[config.mk]
export PLATFORM = sky130hd
export DESIGN_NAME = ifft_16
export DESIGN_NICKNAME = d
export VERILOG_FILES = /design/src/rtl/ifft_16_pkg.sv /design/src/rtl/ifft_16_cplx_bfly_r2.sv /design/src/rtl/ifft_16.sv
export SDC_FILE = /design/constraint.sdc
export NUM_CORES = 2
export LEC_CHECK = 0
export ABC_CLOCK_PERIOD_IN_PS = 17100
export CORE_MARGIN = 8
export CORE_UTILIZATION = 40
export CTS_CLUSTER_DIAMETER = 120
export DETAILED_ROUTE_END_ITERATION = 12
export PLACE_DENSITY_LB_ADDON = 0.25
export SYNTH_ARGS = -nofsm -noshare
export SYNTH_HDL_FRONTEND = slang
export SYNTH_HIERARCHICAL = 1
export SYNTH_SLANG_ARGS = --single-unit
export TNS_END_PERCENT = 10
[constraint.sdc]
create_clock -name clk -period 17.1 [get_ports clk]
set_input_delay 3.42 -clock clk [delete_from_list [all_inputs] [get_ports clk]]
set_output_delay 3.42 -clock clk [all_outputs]
set_load 0.005 [all_outputs]
[src/rtl/ifft_16_pkg.sv]
// Shared constants, twiddle tables, bit-reversal helper and FSM state type for the 16-point IFFT.
package ifft_16_pkg;

    localparam int unsigned N        = 16;
    localparam int unsigned LOG2N    = 4;
    localparam int unsigned CALC_CYC = (N / 2) * LOG2N;
    localparam int unsigned DW_DEF   = 16;
    localparam int unsigned TW_W_DEF = 16;

    typedef enum logic [1:0] {
        S_LOAD = 2'd0,
        S_CALC = 2'd1,
        S_OUT  = 2'd2
    } state_t;

    // cos/sin(2*pi*t/16) for t = 0..7 in Q2.14 (+1.0 = 16384)
    localparam logic signed [TW_W_DEF-1:0] TW_RE [8] = '{
        16'sd16384, 16'sd15137, 16'sd11585, 16'sd6270,
        16'sd0,     -16'sd6270, -16'sd11585, -16'sd15137
    };
    localparam logic signed [TW_W_DEF-1:0] TW_IM [8] = '{
        16'sd0,     16'sd6270,  16'sd11585, 16'sd15137,
        16'sd16384, 16'sd15137, 16'sd11585, 16'sd6270
    };

    function automatic logic [LOG2N-1:0] bitrev4(input logic [LOG2N-1:0] k);
        return {k[0], k[1], k[2], k[3]};
    endfunction

endpackage

[src/rtl/ifft_16_cplx_bfly_r2.sv]
// Combinational radix-2 butterfly: A' = (a + c*W) >>> SCALE, C' = (a - c*W) >>> SCALE.
module cplx_bfly_r2
    import ifft_16_pkg::*;
#(
    parameter int unsigned DW    = DW_DEF,
    parameter int unsigned TW_W  = TW_W_DEF,
    parameter int unsigned SCALE = 1
) (
    input  logic signed [DW-1:0]   i_a_re,
    input  logic signed [DW-1:0]   i_a_im,
    input  logic signed [DW-1:0]   i_c_re,
    input  logic signed [DW-1:0]   i_c_im,
    input  logic signed [TW_W-1:0] i_w_re,
    input  logic signed [TW_W-1:0] i_w_im,
    output logic signed [DW-1:0]   o_a_re_c,
    output logic signed [DW-1:0]   o_a_im_c,
    output logic signed [DW-1:0]   o_c_re_c,
    output logic signed [DW-1:0]   o_c_im_c
);

    localparam int unsigned PW = DW + TW_W + 1;

    logic signed [PW-1:0] w_rr, w_ii, w_ri, w_ir;
    logic signed [PW-1:0] w_p_re_full, w_p_im_full;
    logic signed [DW-1:0] w_p_re, w_p_im;
    logic signed [DW:0]   w_sum_re, w_sum_im, w_dif_re, w_dif_im;

    assign w_rr = PW'(i_c_re) * PW'(i_w_re);
    assign w_ii = PW'(i_c_im) * PW'(i_w_im);
    assign w_ri = PW'(i_c_re) * PW'(i_w_im);
    assign w_ir = PW'(i_c_im) * PW'(i_w_re);

    // Drop the Q2 twiddle fraction bits; arithmetic shift rounds toward -inf
    assign w_p_re_full = w_rr - w_ii;
    assign w_p_im_full = w_ri + w_ir;
    assign w_p_re      = DW'(w_p_re_full >>> (TW_W - 2));
    assign w_p_im      = DW'(w_p_im_full >>> (TW_W - 2));

    assign w_sum_re = (DW+1)'(i_a_re) + (DW+1)'(w_p_re);
    assign w_sum_im = (DW+1)'(i_a_im) + (DW+1)'(w_p_im);
    assign w_dif_re = (DW+1)'(i_a_re) - (DW+1)'(w_p_re);
    assign w_dif_im = (DW+1)'(i_a_im) - (DW+1)'(w_p_im);

    assign o_a_re_c = DW'(w_sum_re >>> SCALE);
    assign o_a_im_c = DW'(w_sum_im >>> SCALE);
    assign o_c_re_c = DW'(w_dif_re >>> SCALE);
    assign o_c_im_c = DW'(w_dif_im >>> SCALE);

endmodule

[src/rtl/ifft_16.sv]
// Streaming 16-point radix-2 inverse FFT: load bins bit-reversed, 32 in-place butterfly cycles, stream samples out.
module ifft_16
    import ifft_16_pkg::*;
#(
    parameter int unsigned DW    = DW_DEF,
    parameter int unsigned TW_W  = TW_W_DEF,
    parameter int unsigned SCALE = 1
) (
    input  logic                 clk,
    input  logic                 reset,
    input  logic                 in_valid,
    output logic                 in_ready,
    input  logic signed [DW-1:0] in_real,
    input  logic signed [DW-1:0] in_imag,
    output logic                 out_valid,
    input  logic                 out_ready,
    output logic signed [DW-1:0] out_real,
    output logic signed [DW-1:0] out_imag,
    output logic                 out_last,
    output logic                 busy
);

    localparam int unsigned CW = LOG2N + 1;

    state_t               r_state, w_state_nxt;
    logic [CW-1:0]        r_cnt, w_cnt_nxt;
    logic                 r_in_ready, w_in_ready_nxt;
    logic                 r_out_valid, w_out_valid_nxt;
    logic                 r_out_last, w_out_last_nxt;
    logic                 r_busy, w_busy_nxt;
    logic signed [DW-1:0] r_out_re, w_out_re_nxt;
    logic signed [DW-1:0] r_out_im, w_out_im_nxt;
    logic                 w_load_we, w_calc_we;

    logic signed [DW-1:0] r_ram_re [N];
    logic signed [DW-1:0] r_ram_im [N];

    logic [1:0]           w_stage;
    logic [2:0]           w_bfly, w_tw;
    logic [LOG2N-1:0]     w_top, w_bot, w_rd_idx;
    logic signed [TW_W-1:0] w_w_re, w_w_im;
    logic signed [DW-1:0] w_a_re, w_a_im, w_c_re, w_c_im;

    assign in_ready  = r_in_ready;
    assign out_valid = r_out_valid;
    assign out_real  = r_out_re;
    assign out_imag  = r_out_im;
    assign out_last  = r_out_last;
    assign busy      = r_busy;

    // Butterfly address/twiddle generation from the shared calc counter
    assign w_stage  = r_cnt[4:3];
    assign w_bfly   = r_cnt[2:0];
    assign w_rd_idx = r_cnt[LOG2N-1:0] + LOG2N'(1);

    always_comb begin
        w_top = '0;
        w_tw  = '0;
        case (w_stage)
            2'd0:    begin w_top = {w_bfly, 1'b0};                  w_tw = 3'd0;               end
            2'd1:    begin w_top = {w_bfly[2:1], 1'b0, w_bfly[0]};  w_tw = {w_bfly[0], 2'b00}; end
            2'd2:    begin w_top = {w_bfly[2], 1'b0, w_bfly[1:0]};  w_tw = {w_bfly[1:0], 1'b0}; end
            default: begin w_top = {1'b0, w_bfly};                  w_tw = w_bfly;             end
        endcase
    end

    assign w_bot  = w_top | LOG2N'(LOG2N'(1) << w_stage);
    assign w_w_re = TW_W'(TW_RE[w_tw]);
    assign w_w_im = TW_W'(TW_IM[w_tw]);

    cplx_bfly_r2 #(.DW(DW), .TW_W(TW_W), .SCALE(SCALE)) u_bfly (
        .i_a_re   (r_ram_re[w_top]),
        .i_a_im   (r_ram_im[w_top]),
        .i_c_re   (r_ram_re[w_bot]),
        .i_c_im   (r_ram_im[w_bot]),
        .i_w_re   (w_w_re),
        .i_w_im   (w_w_im),
        .o_a_re_c (w_a_re),
        .o_a_im_c (w_a_im),
        .o_c_re_c (w_c_re),
        .o_c_im_c (w_c_im)
    );

    // State and registered outputs
    always_ff @(posedge clk) begin
        if (reset) begin
            r_state     <= S_LOAD;
            r_cnt       <= '0;
            r_in_ready  <= 1'b1;
            r_out_valid <= 1'b0;
            r_out_re    <= '0;
            r_out_im    <= '0;
            r_out_last  <= 1'b0;
            r_busy      <= 1'b0;
        end else begin
            r_state     <= w_state_nxt;
            r_cnt       <= w_cnt_nxt;
            r_in_ready  <= w_in_ready_nxt;
            r_out_valid <= w_out_valid_nxt;
            r_out_re    <= w_out_re_nxt;
            r_out_im    <= w_out_im_nxt;
            r_out_last  <= w_out_last_nxt;
            r_busy      <= w_busy_nxt;
        end
    end

    always_comb begin
        w_state_nxt     = r_state;
        w_cnt_nxt       = r_cnt;
        w_in_ready_nxt  = r_in_ready;
        w_out_valid_nxt = r_out_valid;
        w_out_re_nxt    = r_out_re;
        w_out_im_nxt    = r_out_im;
        w_out_last_nxt  = r_out_last;
        w_busy_nxt      = r_busy;
        w_load_we       = 1'b0;
        w_calc_we       = 1'b0;
        case (r_state)
            S_LOAD: begin
                if (in_valid && r_in_ready) begin
                    w_load_we = 1'b1;
                    if (r_cnt == CW'(N - 1)) begin
                        w_state_nxt    = S_CALC;
                        w_cnt_nxt      = '0;
                        w_in_ready_nxt = 1'b0;
                        w_busy_nxt     = 1'b1;
                    end else begin
                        w_cnt_nxt = r_cnt + CW'(1);
                    end
                end
            end
            S_CALC: begin
                w_calc_we = 1'b1;
                if (r_cnt == CW'(CALC_CYC - 1)) begin
                    // RAM[0] is final after stage 3 butterfly 0, so preload sample 0 now
                    w_state_nxt     = S_OUT;
                    w_cnt_nxt       = '0;
                    w_out_valid_nxt = 1'b1;
                    w_out_re_nxt    = r_ram_re[0];
                    w_out_im_nxt    = r_ram_im[0];
                    w_out_last_nxt  = 1'b0;
                end else begin
                    w_cnt_nxt = r_cnt + CW'(1);
                end
            end
            S_OUT: begin
                if (out_ready) begin
                    if (r_cnt == CW'(N - 1)) begin
                        w_state_nxt     = S_LOAD;
                        w_cnt_nxt       = '0;
                        w_in_ready_nxt  = 1'b1;
                        w_out_valid_nxt = 1'b0;
                        w_out_re_nxt    = '0;
                        w_out_im_nxt    = '0;
                        w_out_last_nxt  = 1'b0;
                        w_busy_nxt      = 1'b0;
                    end else begin
                        w_cnt_nxt      = r_cnt + CW'(1);
                        w_out_re_nxt   = r_ram_re[w_rd_idx];
                        w_out_im_nxt   = r_ram_im[w_rd_idx];
                        w_out_last_nxt = (r_cnt == CW'(N - 2));
                    end
                end
            end
            default: begin
                w_state_nxt = S_LOAD;
            end
        endcase
    end

    // In-place register file: bit-reversed load, butterfly write-back
    always_ff @(posedge clk) begin
        if (w_load_we) begin
            r_ram_re[bitrev4(r_cnt[LOG2N-1:0])] <= in_real;
            r_ram_im[bitrev4(r_cnt[LOG2N-1:0])] <= in_imag;
        end
        if (w_calc_we) begin
            r_ram_re[w_top] <= w_a_re;
            r_ram_im[w_top] <= w_a_im;
            r_ram_re[w_bot] <= w_c_re;
            r_ram_im[w_bot] <= w_c_im;
        end
    end

endmodule

==> impl_metrics.py <==
metrics = {
    "setup_path": {
        "crit_arrival_ns": 15.47,
        "worstSetupPathType": "register to register",
        "ff2ff_path_depth": 42,
        "critPathRequiredTime_ns": 17.62,
        "slowest_stage": "xnor2_1",
        "cpPeakStageDelay_ns": 1.07,
        "worst_setup_path_start_kind": "register",
        "cp_common_cell": "fa_1",
        "rr_startpoint": "r_cnt[0]",
        "regToRegEndpoint": "r_ram_re[11][10]",
        "cp_max_fo": 53,
        "crit_path_start": "r_cnt[0]",
        "r2r_setup_slack_ns": 2.15,
        "end_kind": "register",
    },
    "yosys": {
        "ys_ff_latch": 555,
        "synth_flop_cell": "edfxtp_1",
        "synth_edf_count": 512,
        "synth_top_area_frac": 0.276,
        "syn_inst": 8558,
        "synth-seq-area-share": 0.206,
        "yosysTopAreaCell": "fa_1",
        "synth_common_cells": "inv_1, fa_1, nor2_1, nand2_1, a21oi_1",
        "synth_cell_type_count": 108,
        "syn_area_mm2": 0.0790,
        "synth.avg_cell_area_um2": 9.23,
        "synth.area.top_cells": "fa_1, edfxtp_1, inv_1, ha_1, a21oi_1",
        "yosysMostFrequentCell": "inv_1",
        "synthArstFlopShare": 0,
        "yosysWarningCount": 6,
    },
    "global_routing": {
        "grt_pass1_vias": 66400,
        "grt_max_degree": 125,
        "antenna_found_initial": 13,
        "grt_use_total": 0.286,
        "grt_pass1_wl_um": 451000,
        "overflow": 0,
    },
    "timing": {
        "hold_viol": 0,
        "slew_headroom": -0.109,
        "post-route-min-period_ns": 14.95,
        "fin_crit_sh": 0.875,
        "timing.hold.ws_ns": 0.490,
        "rsz0062_at_grt": "false",
        "tns_ns": 0,
        "max_slew.worst_pin.slew_ns": 1.66,
        "clock_skew_ns": 0.0479,
        "setup_violations": 0,
        "clock.fmax_mhz": 66.9,
        "slew_violations": 16,
    },
    "route": {
        "met1Wirelength_um": 115000,
        "highest_layer": "met5",
        "routed-wl-met3_um": 34600,
        "vias_per_cell": 5.98,
        "antenna_left": 0,
        "vias": 65500,
        "drt_iter0_drc": 9797,
        "drt_wl_total_um": 309000,
        "drc": 0,
        "met2_length_um": 138000,
        "drt-pass1-iter-count": 8,
        "wire_per_inst_um": 28.2,
    },
    "hold_path": {
        "min_from": "out_last",
        "min_path_cells": 2,
        "hold_path_class": "register to register",
        "min_to": "out_last",
    },
    "clock_tree": {
        "cts_tree": "built",
        "insertion_delay_ns": 0.69,
        "cts.clk_slew.worst_paths_ns": 0.07,
        "cts_buffers": 59,
        "postCtsResizedCells": 0,
        "clockRootBuffer": "clkbuf_16",
        "cts_setup_buffers": 0,
        "clock-sinks": 555,
        "clk_path_buf_depth": 3,
        "cts_htree_levels": 2,
        "postCtsHoldBufs": 0,
    },
    "cells_and_area": {
        "multi_input_area_mm2": 0.0557,
        "drive_gt1_frac": 0.0859,
        "final_area_mm2": 0.0849,
        "seqCellArea_mm2": 0.0163,
        "n_fill_cell": 19100,
        "fin_nets": 9740,
        "instances_no_fill": 11000,
        "area_growth_pct": 7.56,
    },
    "floorplan": {
        "die_w_um": 460,
        "die_y_um": 460,
        "rows": 163,
        "ioPinCount": 72,
        "start_util": 0.401,
        "core_area_mm2": 0.197,
        "die-area_mm2": 0.212,
    },
    "status": {
        "violations": "capacitance limit, slew limit",
        "outcome": "complete, but fails checks",
    },
    "placed_design": {
        "placed_area_mm2": 0.0827,
        "placedCellCount": 10800,
        "gp_congestion": 0.937,
        "dp.final_hpwl_um": 211000,
        "io_buffers": 71,
    },
    "job": {
        "max-cap-violations": 1,
    },
}
worst max-delay path by stage:
stage / endpoint / slack [ns] / cells after the start
3_5_place_dp: r_ram_im[7][14] / 2.42 / 46
6_report: r_ram_re[11][10] / 2.15 / 42
3_3_place_gp: r_ram_im[11][14] / 2.67 / 46
2_1_floorplan: r_ram_re[1][14] / 5.28 / 48
5_1_grt: r_ram_re[8][14] / 1.31 / 44
4_1_cts: r_ram_im[7][14] / 2.36 / 46
layout make-up:
cell class,count,share of cell area
clock buffer,76,0.0195
timing repair buffer,304,0.0293
antenna,6,0.000177
sequential,555,0.191
tap,2640,0.0389
multi-input combinational,6016,0.656
clock inverter,36,0.00623
inverter,1321,0.0584
metrics by stage:
| stage | utilization | worst slack [ns] |
|---|---|---|
| after global placement | 0.420 | 2.67 |
| after global routing | 0.432 | 1.31 |
| final | 0.432 | 2.15 |
| after detailed placement | 0.420 | 2.42 |
| after floorplan | - | 5.28 |
| after CTS | 0.431 | 2.36 |
flip-flops by register name, indices dropped and copies added (netlist names):
signal,cells
busy,1
in_ready,1
out_imag,16
out_last,1
out_real,16
out_valid,1
r_cnt,5
r_ram_im,256
r_ram_re,256
r_state,2
cells by family (layout without fill, tap and decap cells):
family                     after synthesis  count (layout)  share of synthesized area
AOI/OAI and AO/OA                     1585            1585                      0.128
xor gates and xnor gates               161             161                     0.0179
adders and majority gates             1447            1447                      0.333
buffers and inverters                 1996            1737                      0.101
DFF                                    555             555                      0.206
muxes                                  388             388                     0.0734
other                                    1              16                  0.0000475
and+or+nand+nor                       2425            2425                      0.142
critical path, delay by kind of cell (launching register included):
family / cells / cell delay, ns
fa+ha+maj: 10 / 4.65
compound gates: 12 / 3.84
buf+inv: 9 / 2.37
simple gates: 9 / 1.64
xor+xnor: 2 / 1.30
flops: 1 / 0.87
metal layers:
| metal | vias up | global-route usage |
|---|---|---|
| met2 | 4227 | 0.454 |
| li1 | 27500 | - |
| met1 | 32700 | 0.366 |
| met4 | 4 | 0.155 |
| met5 | - | 0 |
| met3 | 1113 | 0.0602 |
cells in the final DEF, fill, tap and decap left out, drive strengths merged, types with 16 or more instances in the layout:
cell type         n
inv            1322
fa             1088
nor2            778
nand2           759
a21oi           722
and2            549
edfxtp          512
ha              359
buf             234
o21ai           226
mux2i           191
mux4            148
xnor2           119
a22oi           103
nand3           100
clkbuf           76
nor3             72
clkdlybuf4s50    70
a221oi           55
a211oi           55
mux2             49
nand2b           45
dfxtp            43
xor2             42
nor2b            35
a31oi            33
o211ai           32
o221a            32
and3             32
o221ai           32
a2111oi          28
o31ai            25
a21o             24
a22o             23
o22ai            22
clkinv           20
a221o            18
o21bai           17
a32oi            16
Power is not shown: default switching activity piles up to over one toggle a cycle in this logic, so the estimate is an artifact.
